File: src/rtl/dso_pkg.sv
// Shared types and default sizing for the DSO capture path.
package dso_pkg;

    localparam int unsigned DSO_ENTRIES = 384;
    localparam int unsigned DSO_AW      = 9;

    typedef enum logic [1:0] {
        IDLE,
        CAPTURE,
        POST,
        DONE
    } cap_state_t;

endpackage

File: src/rtl/dso_wrap_cnt.sv
// Capture RAM address counter: clear, increment, wrap at ENTRIES-1.
module dso_wrap_cnt
    import dso_pkg::*;
#(
    parameter int unsigned ENTRIES = DSO_ENTRIES,
    parameter int unsigned AW      = DSO_AW
) (
    input  logic          clk,
    input  logic          rst_n,
    input  logic          clr,
    input  logic          inc,
    output logic [AW-1:0] cnt
);

    localparam logic [AW-1:0] LAST = AW'(ENTRIES - 1);

    // Address register; clear has priority over increment.
    always_ff @(posedge clk or negedge rst_n) begin
        if (!rst_n) begin
            cnt <= '0;
        end else if (clr) begin
            cnt <= '0;
        end else if (inc) begin
            cnt <= (cnt == LAST) ? '0 : cnt + 1'b1;
        end
    end

endmodule

File: src/rtl/dso_capture_ctrl.sv
// Capture controller: fills the circular capture RAM around a trigger and
// hands the completed trace to the host readout logic.
module dso_capture_ctrl
    import dso_pkg::*;
#(
    parameter int unsigned ENTRIES = DSO_ENTRIES,
    parameter int unsigned AW      = DSO_AW
) (
    input  logic          clk,
    input  logic          rst_n,
    input  logic          start,
    input  logic          smpl_en,
    input  logic [AW-1:0] trig_pos,
    input  logic          triggered,
    input  logic          rd_done,
    output logic          trig_en,
    output logic          armed,
    output logic          set_capture_done,
    output logic          we,
    output logic [AW-1:0] waddr,
    output logic [AW-1:0] trace_end,
    output logic          capture_done
);

    localparam logic [AW-1:0] TP_MAX = AW'(ENTRIES - 1);
    localparam logic [AW:0]   ENT_W  = (AW + 1)'(ENTRIES);

    cap_state_t    state;
    logic [AW-1:0] tp_lat;
    logic [AW-1:0] post_cnt;
    logic [AW:0]   smpl_cnt;
    logic [AW:0]   smpl_cnt_nxt;
    logic [AW:0]   arm_thr;
    logic [AW-1:0] tp_clamp;
    logic [AW-1:0] waddr_prev;
    logic          tp_zero;
    logic          post_last;
    logic          wr_clr;

    dso_wrap_cnt #(
        .ENTRIES (ENTRIES),
        .AW      (AW)
    ) u_waddr (
        .clk   (clk),
        .rst_n (rst_n),
        .clr   (wr_clr),
        .inc   (we),
        .cnt   (waddr)
    );

    // Write strobe, completion pulse and derived counter values.
    always_comb begin
        tp_clamp     = (trig_pos > TP_MAX) ? TP_MAX : trig_pos;
        tp_zero      = (tp_lat == '0);
        smpl_cnt_nxt = (smpl_cnt == ENT_W) ? smpl_cnt : smpl_cnt + 1'b1;
        arm_thr      = ENT_W - {1'b0, tp_lat};
        waddr_prev   = (waddr == '0) ? TP_MAX : waddr - 1'b1;
        wr_clr       = (state == IDLE) && start;

        we = 1'b0;
        if (state == CAPTURE) begin
            we = smpl_en;
        end else if (state == POST && !tp_zero) begin
            we = smpl_en;
        end

        post_last        = (state == POST) && we && ((post_cnt + 1'b1) == tp_lat);
        set_capture_done = (state == POST) && (tp_zero || post_last);
    end

    // Capture sequencing with registered status outputs.
    always_ff @(posedge clk or negedge rst_n) begin
        if (!rst_n) begin
            state        <= IDLE;
            tp_lat       <= '0;
            post_cnt     <= '0;
            smpl_cnt     <= '0;
            trace_end    <= '0;
            trig_en      <= 1'b0;
            armed        <= 1'b0;
            capture_done <= 1'b0;
        end else begin
            case (state)
                IDLE: begin
                    if (start) begin
                        tp_lat   <= tp_clamp;
                        smpl_cnt <= '0;
                        post_cnt <= '0;
                        trig_en  <= 1'b1;
                        armed    <= 1'b0;
                        state    <= CAPTURE;
                    end
                end
                CAPTURE: begin
                    if (smpl_en) begin
                        smpl_cnt <= smpl_cnt_nxt;
                        if (smpl_cnt_nxt >= arm_thr) begin
                            armed <= 1'b1;
                        end
                    end
                    // A trigger seen before arming is left over from an earlier run.
                    if (triggered && armed) begin
                        state <= POST;
                    end
                end
                POST: begin
                    if (tp_zero) begin
                        trace_end    <= waddr_prev;
                        trig_en      <= 1'b0;
                        armed        <= 1'b0;
                        capture_done <= 1'b1;
                        state        <= DONE;
                    end else if (we) begin
                        post_cnt <= post_cnt + 1'b1;
                        if (post_last) begin
                            trace_end    <= waddr;
                            trig_en      <= 1'b0;
                            armed        <= 1'b0;
                            capture_done <= 1'b1;
                            state        <= DONE;
                        end
                    end
                end
                DONE: begin
                    if (rd_done) begin
                        capture_done <= 1'b0;
                        state        <= IDLE;
                    end
                end
                default: begin
                    state <= IDLE;
                end
            endcase
        end
    end

endmodule

File: config.mk
export PLATFORM = sky130hd
export DESIGN_NAME = dso_capture_ctrl
export DESIGN_NICKNAME = d
export VERILOG_FILES = /design/src/rtl/dso_pkg.sv /design/src/rtl/dso_wrap_cnt.sv /design/src/rtl/dso_capture_ctrl.sv
export SDC_FILE = /design/constraint.sdc
export NUM_CORES = 1
export LEC_CHECK = 0
export ABC_AREA = 1
export ABC_CLOCK_PERIOD_IN_PS = 3150
export CAP_MARGIN = 30
export CORE_ASPECT_RATIO = 1.4
export CORE_MARGIN = 5
export CORE_UTILIZATION = 57
export DETAILED_ROUTE_END_ITERATION = 12
export MAX_ROUTING_LAYER = met4
export PLACE_DENSITY = 0.76
export SLEW_MARGIN = 20
export SYNTH_ARGS = -nofsm -noshare
export SYNTH_HDL_FRONTEND = slang
export SYNTH_SLANG_ARGS = --single-unit
File: constraint.sdc
create_clock -name clk -period 3.15 [get_ports clk]
set_input_delay 0.4725 -clock clk [delete_from_list [all_inputs] [get_ports clk]]
set_output_delay 0.4725 -clock clk [all_outputs]
set_load 0.02 [all_outputs]
==> flow_summary.yaml <==
run_status:
  status: "finished, final reports clean"
grt:
  antenna_found_initial: 0
  grt-ovfl-total: 0
  grtUsageTotal_pct: 23.9
  grt_pass1_wl_um: 14800
  grt_pass1_vias: 3313
  grt_start_max_net_pins: 34
timing:
  max_freq_mhz: 342
  rsz0062_at_grt: "false"
  finalSetupTns_ns: 0
  period_share_pct: 92.8
  max_slew_margin_pct: 46.8
  setup_violations: 0
  report.final.slew_viol_count: 0
  worst_pin_slew_ns: 0.799
  hold_violations: 0
  min_period_ns: 2.92
  clock_skew_ns: 0.0114
worst_setup_path:
  critical_path.max_fanout: 10
  required_ns: 2.68
  path_class: "reg -> out"
  crit_path_start_kind: "flip-flop"
  crit_path_start: "tp_lat[1]$_DFFE_PN0P_"
  worstReg2RegStart: "smpl_cnt[2]$_DFFE_PN0P_"
  setup.worst_path.end_class: "output pin"
  arrival_ns: 2.45
clock_tree:
  clock_sinks: 51
  cts_made_buffers: 5
  root_buffer: "clkbuf_8"
  clk_pin_slew_ns: 0.10
  ctsHoldBuffers: 0
  cts_tree: "done"
  clock_path_buffers: 2
  clock_latency_ns: 0.31
  htreeDepth: 2
placement:
  gp_congestion: 0.921
  hpwl_um: 6590
  port_buffers: 37
  postPlaceCellArea_mm2: 0.00392
  dp_cells: 576
power:
  switching_share_pct: 48.1
  combPwrFrac_pct: 52.9
  p_int_mw: 1.48
  power.switching_mw: 1.37
  p_per_area_mw_per_mm2: 714
  power_leakage_nw: 1.97
  vdd_drop_max_v: 0.000399
  seqPwrFrac_pct: 34.0
  pwr-share-clk_pct: 13.1
drt:
  viasPerCell: 5.65
  finalWirelength_um: 8560
  remaining_drc_errors: 0
  wl_per_cell_um: 14.7
  drtIter0Drc: 142
  ant_nets: 0
  routed-via-count: 3300
  first_pass_iters: 4
logic_synthesis:
  yosysMostFrequentCell: "nand2_1"
  ys_seq_area_share_pct: 36.7
  synth_top_area_cell: "dfrtp_1"
  ys_seq_elements: 51
  async_flop_share_pct: 100
  syn-num-nets: 507
  ys.flop_type: "dfrtp_1"
  ys_top_cells_by_area: "dfrtp_1 37%, nand2_1 12%, ha_1 7.2%"
  syn_inst: 472
  synth.distinct_cells: 35
  syn_avg_cell_area_um2: 7.37
  yosysWarnings: 0
  syn-cell-area_mm2: 0.00348
  synth_top_cell_area_share_pct: 36.7
  synth_edf_count: 0
  synth_common_cells: "113 x nand2_1, 64 x inv_1, 51 x dfrtp_1, 50 x nand3_1, 37 x o21ai_0"
layout:
  instances_no_fill: 584
  final_nets: 548
  nFillCells: 537
  drive_gt1_share_pct: 7.78
  num_antenna_cells: 0
  area_growth_pct: 15.0
  final_area_mm2: 0.00400
floorplan:
  num_rows: 33
  start_util_pct: 58.9
  core_mm2: 0.00590
  fp.dieH_um: 102
  die_w_um: 76.0
  io_pins: 38
  die_area_mm2: 0.00778
job:
  maxCapViolCount: 0
hold_path:
  hp-class: "in -> async"
-- critical path, stage by stage, from the launching register on --
cell and delay, ns:
dfrtp_1 0.39, inv_1 0.12, ha_1 0.22, nand2_2 0.08, nor2_4 0.13, nand3_4 0.18, a21oi_4 0.22, nor2_2 0.07
nand4_2 0.12, nand2_4 0.12, nand2_8 0.13, inv_1 0.04, dlygate4sd2_1 0.31
-- flip-flops by register name, indices dropped and copies added, names as in the netlist --
signal,flops
armed,1
capture_done,1
post_cnt,9
smpl_cnt,10
state,2
tp_lat,9
trace_end,9
trig_en,1
u_waddr.cnt,9
-- placed cells by master, fill, tap and decap left out, types with 2 or more instances in the layout --
cell type,Yosys,final
nand2_1,113,113
inv_1,64,64
dfrtp_1,51,51
nand3_1,50,50
o21ai_0,37,37
clkdlybuf4s50_1,0,35
nor2_1,34,34
ha_1,20,20
xor2_1,16,16
a21oi_1,14,14
nand2_2,13,13
o22ai_1,12,12
nand4_1,8,8
nor3_1,6,6
clkbuf_8,0,5
inv_2,4,4
nor2_2,4,4
nor2_4,3,3
o21ai_1,3,3
nand3b_1,2,2
clkbuf_1,1,2
buf_4,0,2
-- power groups by stage --
stage	Clock, mW	Sequential [mW]	Combinational [mW]
2_1_floorplan	0	0.983	1.04
3_3_place_gp	0	0.973	1.46
3_5_place_dp	0	0.980	1.50
4_1_cts	0.377	0.967	1.51
5_1_grt	0.408	0.990	1.72
6_report	0.373	0.970	1.51
-- kinds of logic after synthesis --
logic type      count (synthesis)  synth area share [%]
compound gates                 74                  12.1
xor+xnor                       16                  4.03
fa+ha+maj                      20                  7.20
buf+inv                        73                  8.10
flops                          51                  36.7
simple gates                  238                  31.9
-- stage by stage --
step / hold slack, ns / setup WS [ns] / util, % / power [mW]
finish: 0.234 / 0.225 / 67.7 / 2.85
CTS: 0.263 / 0.221 / 67.7 / 2.85
global route: 0.291 / 0.00886 / 67.7 / 3.11
detailed placement: 0.464 / 0.197 / 66.4 / 2.48
floorplan: 0.177 / 0.871 / - / 2.03
global placement: 0.458 / 0.235 / 66.4 / 2.43
-- final cells by class --
cell class                      count  area (um^2)  share of cell area [%]
Multi-Input combinational cell    348         1920                    48.0
Sequential cell                    51         1280                    31.9
Timing Repair Buffer               39          379                    9.48
Inverter                           68          255                    6.38
Tap cell                           70         87.6                    2.19
Clock buffer                        7         76.3                    1.91
Clock inverter                      1         5.00                   0.125
-- per-layer routing --
metal  vias up  track usage [%]  share of wire [%]
met5         -                -                  0
met4         0             9.32                2.6
met3        19             2.38                3.1
met2        92             44.1                 52
met1      1560             26.3                 42
li1       1629                -                  -
-- what timing repair did --
item,in CTS,in global routing
buffers inserted,0,0
endpoints found under the setup margin,1,0
gates resized for setup,1,0
-- final timing paths --
| check | end | slack [ns] | depth (start not counted) |
|---|---|---|---|
| max in group asynchronous | state[1]$_DFFE_PN0P_ | 2.16 | 2 |
| setup reg to reg | armed$_DFFE_PN0P_ | 0.42 | 17 |
| setup / recovery | set_capture_done | 0.23 | 12 |
| hold reg to reg | capture_done$_DFFE_PN0P_ | 0.48 | 2 |
| min in group clk | capture_done$_DFFE_PN0P_ | 0.48 | 2 |
| hold / removal | smpl_cnt[8]$_DFFE_PN0P_ | 0.23 | 1 |
Power figures use the tool's default switching activity.
